### src/rtl/regfile_pkg.sv
// Shared widths, constants and dump FSM encodings for the register file.
package regfile_pkg;

  localparam int RegBus     = 32;
  localparam int RegAddrBus = 5;
  localparam int RegNum     = 32;
  localparam int RegNumLog2 = 5;

  localparam logic [RegBus-1:0]     ZeroWord    = '0;
  localparam logic [RegAddrBus-1:0] NOPRegAddr  = '0;
  localparam logic                  WriteEnable = 1'b1;
  localparam logic                  ReadEnable  = 1'b1;
  localparam logic                  RstEnable   = 1'b1;

  typedef enum logic {
    DUMP_IDLE = 1'b0,
    DUMP_SEND = 1'b1
  } dump_state_t;

endpackage

### src/rtl/regfile_dump.sv
// Debug dump engine: walks idx 0..REG_NUM-1, one beat per valid/ready handshake.
// Reads through the parent's bypassed mux so each beat shows the value current in its cycle.
module regfile_dump
  import regfile_pkg::*;
#(
  parameter int DATA_W  = RegBus,
  parameter int ADDR_W  = RegNumLog2,
  parameter int REG_NUM = RegNum
) (
  input  logic              clk,
  input  logic              rst,
  input  logic              dump_req,
  input  logic              dump_ready,
  input  logic [DATA_W-1:0] rd_data,
  output logic [ADDR_W-1:0] rd_addr,
  output logic              dump_valid,
  output logic              dump_busy,
  output logic [ADDR_W-1:0] dump_addr,
  output logic [DATA_W-1:0] dump_data
);

  localparam logic [ADDR_W-1:0] LastIdx = ADDR_W'(REG_NUM - 1);

  dump_state_t       state, state_nxt;
  logic [ADDR_W-1:0] idx, idx_nxt;

  always_ff @(posedge clk) begin
    if (rst == RstEnable) begin
      state <= DUMP_IDLE;
      idx   <= '0;
    end else begin
      state <= state_nxt;
      idx   <= idx_nxt;
    end
  end

  always_comb begin
    state_nxt  = state;
    idx_nxt    = idx;
    dump_valid = 1'b0;
    dump_busy  = 1'b0;
    dump_data  = '0;
    case (state)
      DUMP_IDLE: begin
        if (dump_req) begin
          state_nxt = DUMP_SEND;
          idx_nxt   = '0;
        end
      end
      DUMP_SEND: begin
        dump_valid = 1'b1;
        dump_busy  = 1'b1;
        dump_data  = rd_data;
        // Requests arriving here, including on the final handshake, are dropped.
        if (dump_ready) begin
          if (idx == LastIdx) begin
            state_nxt = DUMP_IDLE;
            idx_nxt   = '0;
          end else begin
            idx_nxt = idx + 1'b1;
          end
        end
      end
      default: state_nxt = DUMP_IDLE;
    endcase
    if (rst == RstEnable) begin
      dump_valid = 1'b0;
      dump_busy  = 1'b0;
      dump_data  = '0;
    end
  end

  assign rd_addr   = idx;
  assign dump_addr = (rst == RstEnable) ? '0 : idx;

endmodule

### src/rtl/regfile.sv
// Write-back register file: r0 hardwired zero, two combinational read ports with WB->ID bypass.
// Optional debug dump streaming engine built only when REGFILE_DUMP_EN is defined.
module regfile
  import regfile_pkg::*;
#(
  parameter int DATA_W  = RegBus,
  parameter int REG_NUM = RegNum,
  parameter int ADDR_W  = RegNumLog2
) (
  input  logic              clk,
  input  logic              rst,
  input  logic              we,
  input  logic [ADDR_W-1:0] waddr,
  input  logic [DATA_W-1:0] wdata,
  input  logic              re1,
  input  logic [ADDR_W-1:0] raddr1,
  input  logic              re2,
  input  logic [ADDR_W-1:0] raddr2,
  output logic [DATA_W-1:0] rdata1,
  output logic [DATA_W-1:0] rdata2
`ifdef REGFILE_DUMP_EN
  ,
  input  logic              dump_req,
  input  logic              dump_ready,
  output logic              dump_valid,
  output logic [ADDR_W-1:0] dump_addr,
  output logic [DATA_W-1:0] dump_data,
  output logic              dump_busy
`endif
);

`ifdef REGFILE_DUMP_EN
  localparam int NPORT = 3;
`else
  localparam int NPORT = 2;
`endif

  logic [DATA_W-1:0] regs [REG_NUM];
  logic              rd_en   [NPORT];
  logic [ADDR_W-1:0] rd_addr [NPORT];
  logic [DATA_W-1:0] rd_data [NPORT];

  always_ff @(posedge clk) begin
    if (rst == RstEnable) begin
      for (int i = 0; i < REG_NUM; i++) regs[i] <= '0;
    end else if (we == WriteEnable && waddr != '0) begin
      regs[waddr] <= wdata;
    end
  end

  assign rd_en[0]   = re1;
  assign rd_addr[0] = raddr1;
  assign rd_en[1]   = re2;
  assign rd_addr[1] = raddr2;

  // Same-cycle write wins over the array so decode sees WB results without a stall.
  always_comb begin
    for (int p = 0; p < NPORT; p++) begin
      if (rst == RstEnable || rd_en[p] != ReadEnable || rd_addr[p] == '0)
        rd_data[p] = '0;
      else if (we == WriteEnable && waddr == rd_addr[p])
        rd_data[p] = wdata;
      else
        rd_data[p] = regs[rd_addr[p]];
    end
  end

  assign rdata1 = rd_data[0];
  assign rdata2 = rd_data[1];

`ifdef REGFILE_DUMP_EN
  assign rd_en[2] = ReadEnable;

  regfile_dump #(
    .DATA_W (DATA_W),
    .ADDR_W (ADDR_W),
    .REG_NUM(REG_NUM)
  ) u_dump (
    .clk       (clk),
    .rst       (rst),
    .dump_req  (dump_req),
    .dump_ready(dump_ready),
    .rd_data   (rd_data[2]),
    .rd_addr   (rd_addr[2]),
    .dump_valid(dump_valid),
    .dump_busy (dump_busy),
    .dump_addr (dump_addr),
    .dump_data (dump_data)
  );
`endif

endmodule

### config.mk
export PLATFORM = sky130hd
export DESIGN_NAME = regfile
export DESIGN_NICKNAME = d
export VERILOG_FILES = /design/src/rtl/regfile_pkg.sv /design/src/rtl/regfile_dump.sv /design/src/rtl/regfile.sv
export SDC_FILE = /design/constraint.sdc
export NUM_CORES = 2
export LEC_CHECK = 0
export CAP_MARGIN = 15
export CELL_PAD_IN_SITES_DETAIL_PLACEMENT = 1
export CELL_PAD_IN_SITES_GLOBAL_PLACEMENT = 2
export CORE_MARGIN = 2
export CORE_UTILIZATION = 50
export DETAILED_ROUTE_END_ITERATION = 16
export PLACE_DENSITY_LB_ADDON = 0.12
export SYNTH_ARGS = -nofsm -noshare
export SYNTH_HDL_FRONTEND = slang
export SYNTH_HIERARCHICAL = 1
export SYNTH_SLANG_ARGS = --single-unit
### constraint.sdc
create_clock -name clk -period 8.3 [get_ports clk]
set_input_delay 2.075 -clock clk [delete_from_list [all_inputs] [get_ports clk]]
set_output_delay 2.075 -clock clk [all_outputs]
set_load 0.01 [all_outputs]
==> impl_metrics.tcl <==
set metrics [dict create \
    power_w 0.0128 \
    routedWlPerCell_um 40.1 \
    holdCritPathClass "in -> reg" \
    fp.coreArea_mm2 0.109 \
    required_ps 6230 \
    period_minus_slack_ps 7580 \
    cts_buffer_depth 3 \
    drc 0 \
    die_area_mm2 0.113 \
    fmax_ghz 0.132 \
    slew_headroom_pct 19.3 \
    via_per_inst 7.11 \
    htree_num_levels 3 \
    netlist_instances 3798 \
    clk_root_buffer_cell "clkbuf_16" \
    regMostFlops "regs" \
    critPathKind "in -> out" \
    grt-ovfl-total 0 \
    dpl_cell_area_mm2 0.0579 \
    dr.pass1.iters 6 \
    hold_viol 0 \
    multi_input_area_mm2 0.0228 \
    tns_ps 0 \
    post-cts-setup-buffer-count 0 \
    grt_pass1_wl_um 298000 \
    postCtsResizedCells 0 \
    wl_um 213000 \
    stdcell_area_mm2 0.0617 \
    wl_met1_um 77600 \
    start_kind "primary input" \
    final_nets 3847 \
    reg_top3 "regs: 1024 flops" \
    maxUsedRoutingLayer "met5" \
    grt_pass1_vias 39500 \
    die_x_um 335 \
    holdBufCountCts 0 \
    largest_register_ffs 1024 \
    worst_ep_arrival_time_ps 5500 \
    die-height_um 335 \
    crit_path_max_fanout 14 \
    drtAntennaViolNets 0 \
    yosysWarningCount 6 \
    io_buffers 115 \
    regArea_mm2 0.0307 \
    wl_met2_um 102000 \
    tightestPinTransition_ps 1210 \
    setup_violations 0 \
    ys_ff_latch 1024 \
    ir_drop_mv 0.182 \
    cts_made_buffers 113 \
    crit_slowest_cell "clkdlybuf4s50_1" \
    ys_async_sr_fraction_pct 0 \
    cts_tree "yes" \
    synthToLayoutAreaGrowth_pct 12.4 \
    yosysUniqueCellTypes 49 \
    power_density_mw_per_mm2 207 \
    grt_max_degree 88 \
    drv_cap 0 \
    path_clk_slew_ps 60 \
    max_stage_delay_ps 650 \
    finalCritPeriodShare_pct 91.3 \
    p_leak_nw 21.4 \
    cts_sinks 1024 \
    grtUsageTotal_pct 37.9 \
    antenna_found_initial 15 \
    cp_common_cell "buf_4" \
    fill_cells 10100 \
    synth-edff-count 1024 \
    ios 116 \
    ys.flop_type "edfxtp_1" \
    route.met3.wl_um 21500 \
    final_core_util_pct 56.7 \
    start_util_pct 50.5 \
    ys_seq_area_share_pct 56.0 \
    rsz0062_at_grt "no" \
    drtIter0Drc 5136 \
    avgSynthCellArea_um2 14.5 \
    path_cells "clkdlybuf4s50_1 > buf_4 > nor2b_4 > buf_4 > a22o_1 > a2111oi_0 > buf_4 > a21oi_1 > a22o_1 > clkdlybuf4s50_1" \
    rows 121 \
    hpwl_um 123000 \
    slew_viol_final 0 \
    netlist_area_mm2 0.0549 \
    outcome "finished, final reports clean" \
    drive_gt1_share_pct 20.5 \
    end_kind "output port" \
    vias 37700 \
    place_congestion 0.846 \
]
-- path summary, 6_finish.rpt --
path	cells past startpoint	endpoint	start
worst max-delay path	10	rdata1[10]	raddr1[3]
worst min-delay path	2	regs[0][24]	rst
-- layout make-up --
cell class	instances	share of cell area (%)
Multi-Input combinational cell	2385	37.0
Antenna cell	8	0.0324
Timing Repair Buffer	269	4.42
Clock buffer	128	4.71
Tap cell	1414	2.87
Clock inverter	82	1.19
Inverter	2	0.0142
Sequential cell	1024	49.8
-- synthesized netlist by cell type, drive strengths merged, types with 3 or more instances --
library cell,instances,area (um2)
nor2,38,145
or2,33,206
and2,993,6210
nor2b,36,225
a221o,31,310
nand3b,7,52.6
a2111oi,31,348
a22o,62,543
mux2i,252,2520
a211oi,30,225
or3b,3,26.3
a31oi,31,194
a22oi,62,465
a21oi,94,470
xor2,4,35.0
o22ai,31,194
buf,101,607
nand3,5,25.0
xnor2,6,52.6
o221ai,32,280
edfxtp,1024,30700
mux4,387,8720
clkbuf,317,1190
nand2,74,278
a221oi,63,552
o21ai,33,165
-- through the flow --
stage	hold WS (ps)	worst slack, ps	std cells
after floorplan	2270	2280	3829
after global placement	2750	852	5085
after detailed placement	2750	790	5087
after CTS	2000	770	5297
after global routing	2030	695	5304
final	2050	722	5312
-- layer usage --
layer / global-route usage, % / vias up
met3: 7.78 / 625
met2: 61.6 / 2465
met5: 0 / -
li1: - / 14700
met1: 48.4 / 20000
met4: 19.3 / 4
-- layout by cell type (no fill, tap or decap), drive strengths merged, types with 4 or more instances in the layout --
master            n
nand3b            7
xor2              4
diode             8
nor2b            36
a221o            31
o22ai            31
a221oi           63
or2              33
a31oi            31
edfxtp         1024
o221ai           32
mux2i           252
nand2            74
buf             163
a2111oi          31
bufinv           13
clkinv           63
a22oi            62
nand3             5
o21ai            33
clkdlybuf4s50   106
mux4            387
and2            993
nor2             38
conb             32
a22o             62
a21oi            94
xnor2             6
inv               6
clkbuf          128
a211oi           30
-- worst max-delay path, delay by kind of cell --
kind | cells | cell delay [ps]
buffers and inverters | 5 | 1980
AOI/OAI and AO/OA | 4 | 850
and+or+nand+nor | 1 | 570
-- kinds of logic after synthesis --
family                    Yosys count  share of synthesized area [%]
and+or+nand+nor                  1198                           13.2
DFF                              1024                           56.0
muxes                             640                           20.5
AOI/OAI and AO/OA                 505                           6.91
buffers and inverters             420                           3.29
xor gates and xnor gates           10                          0.159
other                               1                        0.00683
-- power breakdown --
group	internal [W]	leakage, nW	switching, W	total (W)
logic	0.000621	9.88	0.000939	0.00156
clock network	0.00290	1.79	0.00220	0.00510
registers	0.00598	9.75	0.000163	0.00614
Note: power is estimated with default switching activity, not from simulation.
